[config.mk]
export PLATFORM = sky130hd
export DESIGN_NAME = uart_rx
export DESIGN_NICKNAME = d
export VERILOG_FILES = /design/src/rtl/uart_rx.sv
export SDC_FILE = /design/constraint.sdc
export NUM_CORES = 1
export LEC_CHECK = 0
export BUFFER_PORTS_ARGS = -buffer_cell sky130_fd_sc_hd__buf_2
export CORE_UTILIZATION = 52
export CTS_CLUSTER_DIAMETER = 80
export DETAILED_ROUTE_END_ITERATION = 16
export GPL_TIMING_DRIVEN = 0
export HOLD_SLACK_MARGIN = 0.12
export PLACE_DENSITY = 0.84
export SYNTH_ARGS = -nofsm -noshare
export SYNTH_HDL_FRONTEND = slang
export SYNTH_SLANG_ARGS = --single-unit
[constraint.sdc]
create_clock -name clk_i -period 2.06 [get_ports clk_i]
set_input_delay 0.206 -clock clk_i [delete_from_list [all_inputs] [get_ports clk_i]]
set_output_delay 0.206 -clock clk_i [all_outputs]
set_load 0.02 [all_outputs]
[src/rtl/uart_rx.sv]
// 8N1 UART receiver: 2-flop synchroniser, mid-bit sampling, one-entry holding
// register with valid/ready handshake, framing-error and overrun pulses.
module uart_rx #(
  parameter int CLKS_PER_BIT = 10416
) (
  input  logic       clk_i,
  input  logic       rst_i,
  input  logic       uart_txd_i,
  input  logic       ready_i,
  output logic [7:0] byte_o,
  output logic       valid_o,
  output logic       frame_err_o,
  output logic       overrun_o,
  output logic       busy_o
);

  localparam int CW = $clog2(CLKS_PER_BIT);
  localparam logic [CW-1:0] LAST = CW'(CLKS_PER_BIT - 1);
  localparam logic [CW-1:0] HALF = CW'(CLKS_PER_BIT / 2 - 1);

  typedef enum logic [2:0] {IDLE, START, DATA, STOP, BRK} state_e;

  state_e          state_q, state_d;
  logic [CW-1:0]   cnt_q, cnt_d;
  logic [2:0]      idx_q, idx_d;
  logic [7:0]      shift_q, shift_d;
  logic [7:0]      byte_q, byte_d;
  logic            valid_q, valid_d;
  logic            ferr_q, ferr_d;
  logic            ovr_q, ovr_d;
  logic            sync1_q, sync2_q;
  logic            rx;

  assign rx = sync2_q;

  always_ff @(posedge clk_i) begin
    if (rst_i) begin
      state_q <= IDLE;
      cnt_q   <= '0;
      idx_q   <= '0;
      shift_q <= '0;
      byte_q  <= '0;
      valid_q <= 1'b0;
      ferr_q  <= 1'b0;
      ovr_q   <= 1'b0;
      sync1_q <= 1'b1;
      sync2_q <= 1'b1;
    end else begin
      state_q <= state_d;
      cnt_q   <= cnt_d;
      idx_q   <= idx_d;
      shift_q <= shift_d;
      byte_q  <= byte_d;
      valid_q <= valid_d;
      ferr_q  <= ferr_d;
      ovr_q   <= ovr_d;
      sync1_q <= uart_txd_i;
      sync2_q <= sync1_q;
    end
  end

  always_comb begin
    state_d = state_q;
    cnt_d   = cnt_q + 1'b1;
    idx_d   = idx_q;
    shift_d = shift_q;
    byte_d  = byte_q;
    valid_d = valid_q;
    ferr_d  = 1'b0;
    ovr_d   = 1'b0;
    if (valid_q && ready_i) valid_d = 1'b0;
    case (state_q)
      IDLE: begin
        cnt_d = '0;
        if (!rx) state_d = START;
      end
      START: begin
        if (cnt_q == HALF) begin
          state_d = rx ? IDLE : DATA;
          idx_d   = '0;
        end
      end
      DATA: begin
        // Counter restarts every bit: CLKS_PER_BIT need not be a power of two.
        if (cnt_q == LAST) begin
          shift_d[idx_q] = rx;
          cnt_d          = '0;
          idx_d          = idx_q + 1'b1;
          if (idx_q == 3'd7) state_d = STOP;
        end
      end
      STOP: begin
        // Leaving at mid stop bit leaves half a bit of slack for the next start edge.
        if (cnt_q == LAST) begin
          if (rx) begin
            state_d = IDLE;
            if (!valid_q || ready_i) begin
              byte_d  = shift_q;
              valid_d = 1'b1;
            end else begin
              ovr_d = 1'b1;
            end
          end else begin
            ferr_d  = 1'b1;
            state_d = BRK;
          end
        end
      end
      BRK: begin
        if (rx) state_d = IDLE;
      end
      default: state_d = IDLE;
    endcase
    if (state_d != state_q) cnt_d = '0;
  end

  assign byte_o      = byte_q;
  assign valid_o     = valid_q;
  assign frame_err_o = ferr_q;
  assign overrun_o   = ovr_q;
  assign busy_o      = (state_q != IDLE);

endmodule

* Word-level counts from Yosys, hierarchy flattened *
Index checks and enable logic that the tools add are counted.

operators by class
  add/subtract/negate cells = 2
  order comparisons = 2
  eq/ne operators = 10
  mux-type cells = 24
  bitwise logic cells = 3
  reductions and logical operators = 13

operators with widths
  kind                                                               number
  case mux 14 bit (2 select lines)                                   1
  two-way mux 3 bit                                                  9
  case mux 3 bit (5 select lines)                                    1
  adder 14 x 1 -> 14 bit, second input constant                      1
  equality test 14 x 13 -> 1 bit, second input constant              1
  equality test 14 bit, second input constant                        1
  two-way mux 14 bit                                                 1
  bitwise mux 8 bit                                                  1
  two-way mux 1 bit                                                  8
  equality test 3 x 2 -> 1 bit, second input constant                2
  equality test 3 bit, second input constant                         2
  case mux 3 bit (2 select lines)                                    1
  less-than comparator 3 x 4 -> 1 bit, second input constant         1
  inequality test 2 bit, second input constant                       2
  AND reduction 4 bit                                                1
  OR reduction 4 bit                                                 1
  adder 3 x 1 -> 3 bit, second input constant                        1
  demux 1 bit (select 3 bit)                                         1
  equality test 3 x 1 -> 1 bit, second input constant                1
  greater-or-equal comparator 3 x 1 -> 1 bit, second input constant  1
  logical NOT 3 bit                                                  1
  inequality test 3 bit                                              1
  NOT 1 bit                                                          3
  AND reduction 3 bit                                                1
  9 further kinds                                                    10

storage, ports and cells
  register bits after elaboration = 41
  input bits = 4
  logic and storage cells = 64

* Logic depth before layout (Yosys ltp) *
Gate-level depths: netlist of the first run.

  depth after elaboration = 6
  gate-level depth with buffers = 8
  depth with buffers taken out = 7

* Worst setup path before layout of the first run *
OpenSTA, ideal clock, no wires.

  kind = reg2reg
  start point = register cnt_q[0]
  end point = register cnt_q[1]
  library setup time = 0.136 ns
  arrival = 2.088 ns
  required time = 1.924 ns
  setup slack = -0.164 ns
  cell stages (with the launch flop) = 9
  path buffers = 1
  period minus slack after synthesis = 2.224 ns
  cell sequence = dfxtp_1 > ha_1 > and4_1 > nand4_1 > or2_2 > clkbuf_1 > o211ai_1 > xor2_1 > nor3b_1

on the way
  cells in the longest elaborated chain, start to end = 5
  elaborated cells between the ends (all ways) = 11
  classes of those cells = add/sub: 1; eq/ne: 3; mux: 6; reduce/logical: 1

RTL lines
  element                                                                         RTL line  RTL
  from (decl)                                                                     24        logic [CW-1:0] cnt_q, cnt_d;
  from (signal assigned)                                                          50        cnt_q <= cnt_d;
  parallel branches: the longest is 5 deep, another holds adder 14 x 1 -> 14 bit  -

Parallel ways; which one is timed is not known.
A chain may end at the register's enable or synchronous reset.

* Worst setup path in the final report of the first run *
  start point = register cnt_q[13]
  end point = register cnt_q[3]

on the way
  cells in the longest elaborated chain, start to end = 5
  elaborated cells between the ends (all ways) = 10
  classes of those cells = eq/ne: 3; mux: 6; reduce/logical: 1

RTL lines
  element                                                                 RTL line    RTL
  equality test 14 bit or equality test 14 x 13 -> 1 bit (tied branches)  85, 94, 78
  two-way mux 3 bit, on equally long branches                             94, 78, 85
  case mux 3 bit (5 select lines)                                         72          case (state_q)
  inequality test 3 bit                                                   114         if (state_d != state_q) cnt_d = '0;
  OR reduction 2 bit (no line)                                            -

Parallel ways exist; a longest one is shown, timed or not.

==> results of run 1 <==
[timing repair]
action                                 4_1_cts  5_1_grt
endpoints found under the hold margin        1        0
gates resized for setup                     16       16
buffers inserted                             5        0
cloned                                       1        0
setup endpoints to repair                   30       33
hold buffers                                 1        0
pin swaps                                    2        6
[cells by family (layout without fill, tap and decap cells)]
| kind of cell | after synthesis | in the layout |
|---|---|---|
| simple gates | 104 | 104 |
| mux | 16 | 16 |
| fa+ha+maj | 3 | 3 |
| flops | 41 | 41 |
| xor+xnor | 13 | 13 |
| compound gates | 11 | 11 |
| buf+inv | 14 | 42 |
[critical path, delay by kind of cell, from the launching register on]
| family | cells | cell delay, ns |
|---|---|---|
| AND/OR/NAND/NOR | 5 | 1.54 |
| flip-flops | 1 | 0.35 |
| AO/OA/AOI/OAI | 1 | 0.13 |
| buffers and inverters | 1 | 0.12 |
[how the worst max path moves through the flow]
stage,from,end,slack [ns],cells past startpoint
global placement,cnt_q[0]$_SDFF_PP0_,cnt_q[1]$_SDFF_PP0_,-0.32,8
finish,cnt_q[13]$_SDFF_PP0_,cnt_q[3]$_SDFF_PP0_,-0.17,7
global route,cnt_q[13]$_SDFF_PP0_,cnt_q[6]$_SDFF_PP0_,-0.23,7
CTS,cnt_q[13]$_SDFF_PP0_,cnt_q[10]$_SDFF_PP0_,-0.13,7
detailed placement,cnt_q[0]$_SDFF_PP0_,cnt_q[1]$_SDFF_PP0_,-0.32,8
floorplan,cnt_q[13]$_SDFF_PP0_,cnt_q[10]$_SDFF_PP0_,-0.03,7
[layer usage]
layer,share of wire,vias to the layer above,routed length (um),track usage
met1,0.51,697,1860,0.325
met3,0.040,8,146,0.0448
met4,0.019,0,68,0.107
met2,0.43,32,1550,0.286
li1,-,744,-,-
met5,0,-,0,0
[power by group through the flow]
stage	clock network [mW]	logic (mW)	registers, mW
floorplan	0	0.0354	0.815
global placement	0	0.0475	0.815
detailed placement	0	0.0473	0.815
CTS	0.565	0.0564	0.798
global route	0.600	0.0662	0.799
finish	0.558	0.0611	0.798
[layout by cell type (no fill, tap or decap), drive strengths merged, types with 2 or more instances in the layout]
cell	n
and3	2
or2	6
dfxtp	41
nand3b	2
or4	2
a21oi	7
or3	2
nor4b	2
mux2i	16
nand3	5
nand2b	3
clkbuf	16
and4	2
or3b	2
xnor2	3
nor4	2
buf	22
nor3b	2
nor3	12
ha	3
nand4b	2
nand4	7
nor2b	2
nand2	13
nor2	34
xor2	10
[registers in the layout, indices dropped and copies added, names as in the netlist]
signal and flops:
overrun_o 1, cnt_q 14, byte_o 8, state_q 3
rx 1, frame_err_o 1, idx_q 3, sync1_q 1
shift_q 8, valid_o 1
[cell type report]
cell class	instances	area [um^2]
buffer	12	53.8
clock buffer	6	51.3
clock inverter	2	37.5
fill	225	971
inverter	1	3.75
multi-input combinational	147	1050
sequential	41	827
tap	44	55.1
timing repair buffer	21	129
[through the flow]
stage	instance area (um^2)	hold WS (ns)	TNS (ns)
final	2210	0.201	-2.14
after detailed placement	1940	0.394	-4.62
after global placement	1940	0.390	-4.48
after floorplan	1810	0.310	-0.254
after CTS	2140	0.177	-1.51
after global routing	2210	0.204	-3.22
==> results.py, run 1 <==
metrics = {
    "final_layout": {
        "nets": 236,
        "syn_to_final_growth_pct": 22.7,
        "n_antenna_cell": 0,
        "drive_above_1_share": 0.274,
        "final_cell_count_no_fill": 274,
        "fin_util": 0.694,
    },
    "yosys": {
        "ys.flop_type": "dfxtp_1",
        "synth_seq_cells": 41,
        "synth_edf_count": 0,
        "yosysMostFrequentCell": "dfxtp_1",
        "synth.area.mux_share": 0.0890,
        "seq_area_frac_synth": 0.456,
        "yosysUniqueCellTypes": 35,
        "synth_simple_gate_area_frac": 0.302,
        "yosysTopAreaCell": "dfxtp_1",
        "syn_avg_cell_area_um2": 8.91,
        "yosys.area_share.adder": 0.0209,
        "synth_top_family_by_area": "simple AND/OR/NAND/NOR gates",
        "syn_nets": 209,
        "syn-cell-area_mm2": 0.00180,
        "netlist_instances": 202,
        "synth-compound-area-share": 0.0348,
        "synth_commonest_cells": "dfxtp_1 (41), nor2_1 (34), mux2i_1 (16)",
        "synth_top_cell_area_share": 0.456,
        "async_reset_ff_frac": 0,
        "yosys.area_share.xor_xnor": 0.0633,
        "yosys-top-cells-area": "dfxtp_1 (46%), mux2i_1 (8.9%), nor2_1 (7.1%)",
        "ys_warn_count": 0,
    },
    "worst_setup_path": {
        "crit_slowest_cell": "or4_4",
        "crit_type": "flop to flop",
        "critPathMostFrequentCell": "or4_4",
        "r2r_cells": 7,
        "path_cells": "or4_4 -> or4_4 -> or2_4 -> a21oi_4 -> nand2b_4 -> buf_6 -> nor3_1",
        "crit-reg2reg-launch": "cnt_q[13]$_SDFF_PP0_",
        "cpPeakStageDelay_ns": 0.53,
        "cp_max_fo": 5,
        "start_kind": "flop",
        "rrSetupSlack_ns": -0.17,
        "cp-end-kind": "flop",
        "cp.required_ns": 2.31,
        "cp_data_arrival_time_ns": 2.49,
        "r2r-end": "cnt_q[3]$_SDFF_PP0_",
    },
    "job": {
        "max-cap-violations": 0,
    },
    "timing": {
        "max_freq_ghz": 0.448,
        "max_slew_margin": 0.677,
        "finalMaxSlewViolations": 0,
        "setup_viol": 17,
        "worst_pin_slew_ns": 0.485,
        "fin_crit_sh": 1.08,
        "layout_setup_ws_ns": -0.172,
        "finalHoldViolCount": 0,
        "fin_crit_ns": 2.23,
        "rsz0062_at_grt": "true",
        "final.setup_skew_ns": 0.0107,
    },
    "placement": {
        "dp_cells": 260,
        "dpl.hpwl_um": 2260,
        "port_buffers": 14,
        "gp_congestion": 0.802,
        "pre_cts_ws_ns": -0.318,
    },
    "route": {
        "drt.antenna.violating_nets": 0,
        "wl_per_cell_um": 13.2,
        "routed_wl_um": 3620,
        "drt_iter0_markers": 54,
        "via_count": 1481,
        "drtPass1Iterations": 4,
        "drc_errors": 0,
        "vias_per_cell": 5.41,
    },
    "power": {
        "finalPower_mw": 1.42,
        "p_seq_frac": 0.563,
        "power_switching_mw": 0.310,
        "ir_drop_uv": 427,
        "clkPwrFrac": 0.394,
        "power_density_mw_per_mm2": 642,
        "p_sw_frac": 0.219,
        "leakage_nw": 0.850,
        "power.internal_mw": 1.11,
        "combPwrFrac": 0.043,
    },
    "floorplan": {
        "core_mm2": 0.00318,
        "io_pins": 16,
        "num_rows": 20,
        "start_util": 0.566,
        "die_width_um": 60.8,
        "die_area_mm2": 0.00370,
        "chipHeight_um": 60.8,
    },
    "status": {
        "violations": "setup timing",
        "status": "complete, but fails checks",
    },
    "global_routing": {
        "grt_pass1_wl_um": 5740,
        "grt_max_degree": 14,
        "first_global_vias": 1227,
        "grt_usage": 0.215,
        "antenna_found_initial": 0,
        "globalRouteOverflowTotal": 0,
    },
    "hold_path": {
        "min_delay_path_depth": 3,
        "hp-class": "input port to flop",
        "hold_end": "overrun_o$_SDFF_PP0_",
        "min_from": "ready_i",
    },
    "clock_network": {
        "clockRootBuffer": "clkbuf_4",
        "cts.sinks": 41,
        "cts_max_level": 2,
        "cts_buffer_depth": 2,
        "clock_latency_ns": 0.35,
        "cts_tree": "done",
        "cts_inserted_buffers": 5,
        "cts.clk_slew.worst_paths_ns": 0.12,
    },
}
No activity file was read; power rests on OpenSTA's default activity.
==> inputs of run 2 (changes only) <==
- SETUP_SLACK_MARGIN: not set -> 0.4
==> run 2 against run 1 <==
  * The run still ends with setup timing left
  * Largest cell class unchanged
  * Critical path depth stayed put
  * Sequential cell count stayed put
  * Combinational power is 5.4% higher
  * Sequential power hardly changed
==> results.py, run 2 (synthesis results as in run 1) <==
metrics = {
    "final_layout": {
        "n_antenna_cell": 0,
        "largest_reg_flops": 14,
        "drive_above_1_share": 0.323,
        "final_common_cell": "dfxtp_1",
        "mostFrequentLayoutCells": "dfxtp_1 (36), nor2_1 (29), mux2i_1 (16)",
        "max_flop_register": "cnt_q",
        "nets": 241,
        "final_cell_count_no_fill": 279,
        "syn_to_final_growth_pct": 30.0,
    },
    "status": {
        "violations": "setup timing",
        "status": "complete, but fails checks",
    },
    "floorplan": {
        "io_pins": 16,
        "die_width_um": 60.8,
        "start_util": 0.566,
        "num_rows": 20,
        "die_area_mm2": 0.00370,
        "core_mm2": 0.00318,
        "chipHeight_um": 60.8,
    },
    "global_routing": {
        "globalRouteMet3Util": 0.0789,
        "grt_util_met2": 0.399,
        "grt_busiest_layer": "met2",
        "first_global_vias": 1334,
        "grt_usage": 0.231,
        "grt_pass1_wl_um": 6050,
        "grtUsageMet1": 0.266,
        "antenna_found_initial": 0,
        "globalRouteOverflowTotal": 0,
        "grt_max_degree": 14,
    },
    "power": {
        "ir_drop_uv": 432,
        "power_density_mw_per_mm2": 610,
        "leakage_nw": 0.896,
        "finalPower_mw": 1.43,
    },
    "timing": {
        "max_freq_ghz": 0.444,
        "rsz0062_at_grt": "true",
        "fin_crit_ns": 2.25,
        "max_slew_margin": 0.537,
        "finalHoldViolCount": 0,
        "finalMaxSlewViolations": 0,
        "worst_pin_slew_ns": 0.695,
        "fin_crit_sh": 1.09,
        "setup_viol": 19,
        "final.setup_skew_ns": 0.00834,
        "layout_setup_ws_ns": -0.190,
    },
    "placement": {
        "port_buffers": 14,
        "dpl.hpwl_um": 2480,
        "gp_congestion": 0.902,
        "dp_cells": 260,
    },
    "clock_network": {
        "cts_buffer_depth": 2,
        "clock_latency_ns": 0.37,
        "cts_tree": "done",
        "clockRootBuffer": "clkbuf_4",
        "cts_max_level": 2,
        "cts_inserted_buffers": 5,
        "cts.clk_slew.worst_paths_ns": 0.13,
        "cts.sinks": 41,
    },
    "worst_setup_path": {
        "cp_data_arrival_time_ns": 2.52,
        "start_kind": "flop",
        "cp.required_ns": 2.33,
        "crit_type": "flop to flop",
        "cp-end-kind": "flop",
        "cp_max_fo": 5,
    },
    "route": {
        "drtPass1Iterations": 4,
        "via_count": 1509,
        "vias_per_cell": 5.41,
        "routed_wl_um": 3900,
        "drc_errors": 0,
        "wl_per_cell_um": 14.0,
        "drt_iter0_markers": 80,
        "drt.antenna.violating_nets": 0,
    },
    "hold_path": {
        "hp-class": "input port to flop",
    },
    "job": {
        "max-cap-violations": 0,
    },
}
## run 2: cell count changes in the layout (fill, tap and decap cells not counted), moves of 2 or more
cell and change:
buf_6 +2, clkbuf_1 -2, nor3_1 -3, nor3_2 +2, buf_4 +5
## run 2: power by group
part | internal, mW | leakage [nW] | switching, mW
clock | 0.288 | 0.0445 | 0.277
sequential | 0.795 | 0.334 | 0.00144
combinational | 0.0247 | 0.518 | 0.0397
total | 1.11 | 0.896 | 0.319
## run 2: final cells by class
type / count / area [um^2]
Multi-Input combinational cell: 147 / 1110
Inverter: 1 / 3.75
Tap cell: 44 / 55.1
Clock buffer: 6 / 51.3
Timing Repair Buffer: 25 / 169
Clock inverter: 2 / 37.5
Sequential cell: 41 / 830
Fill cell: 232 / 840
Buffer: 13 / 86.3
## run 2: metrics by stage
step | area (um^2) | utilization | setup WS (ns) | setup TNS (ns) | hold WS, ns
2_1_floorplan | 1910 | - | -0.0278 | -0.218 | 0.310
3_3_place_gp | 2030 | 0.639 | -0.282 | -2.50 | 0.390
3_5_place_dp | 2030 | 0.639 | -0.288 | -2.83 | 0.395
4_1_cts | 2230 | 0.700 | -0.140 | -1.62 | 0.149
5_1_grt | 2340 | 0.736 | -0.243 | -3.56 | 0.152
6_report | 2340 | 0.736 | -0.190 | -2.49 | 0.149
## run 2: path summary, 6_finish.rpt
path | from | end | slack, ns | cells past startpoint
max | cnt_q[13]$_SDFF_PP0_ | cnt_q[12]$_SDFF_PP0_ | -0.19 | 7
min | ready_i | overrun_o$_SDFF_PP0_ | 0.15 | 3
max reg2reg | cnt_q[13]$_SDFF_PP0_ | cnt_q[12]$_SDFF_PP0_ | -0.19 | 7
min reg2reg | sync1_q$_SDFF_PP1_ | rx$_SDFF_PP1_ | 0.43 | 1
## run 2: routing by layer
metal / vias up / part of all wire
li1: 759 / -
met1: 721 / 0.45
met2: 20 / 0.51
met3: 9 / 0.028
met4: 0 / 0.018
met5: - / 0
## run 2: repair_timing
item,4_1_cts,5_1_grt
pin swaps,6,8
endpoints found under the setup margin,37,40
hold endpoints to repair,1,0
gates resized for setup,18,25
cloned,1,0
setup buffers,4,5
hold buffers,1,0
## run 2: worst max-delay path, stage by stage, from the launching register on
cell and delay (ns):
dfxtp_2 0.34, or4_4 0.54, or4_4 0.53, or2_4 0.26, a21oi_4 0.15, nand2b_4 0.16
buf_6 0.13, nor3_2 0.05
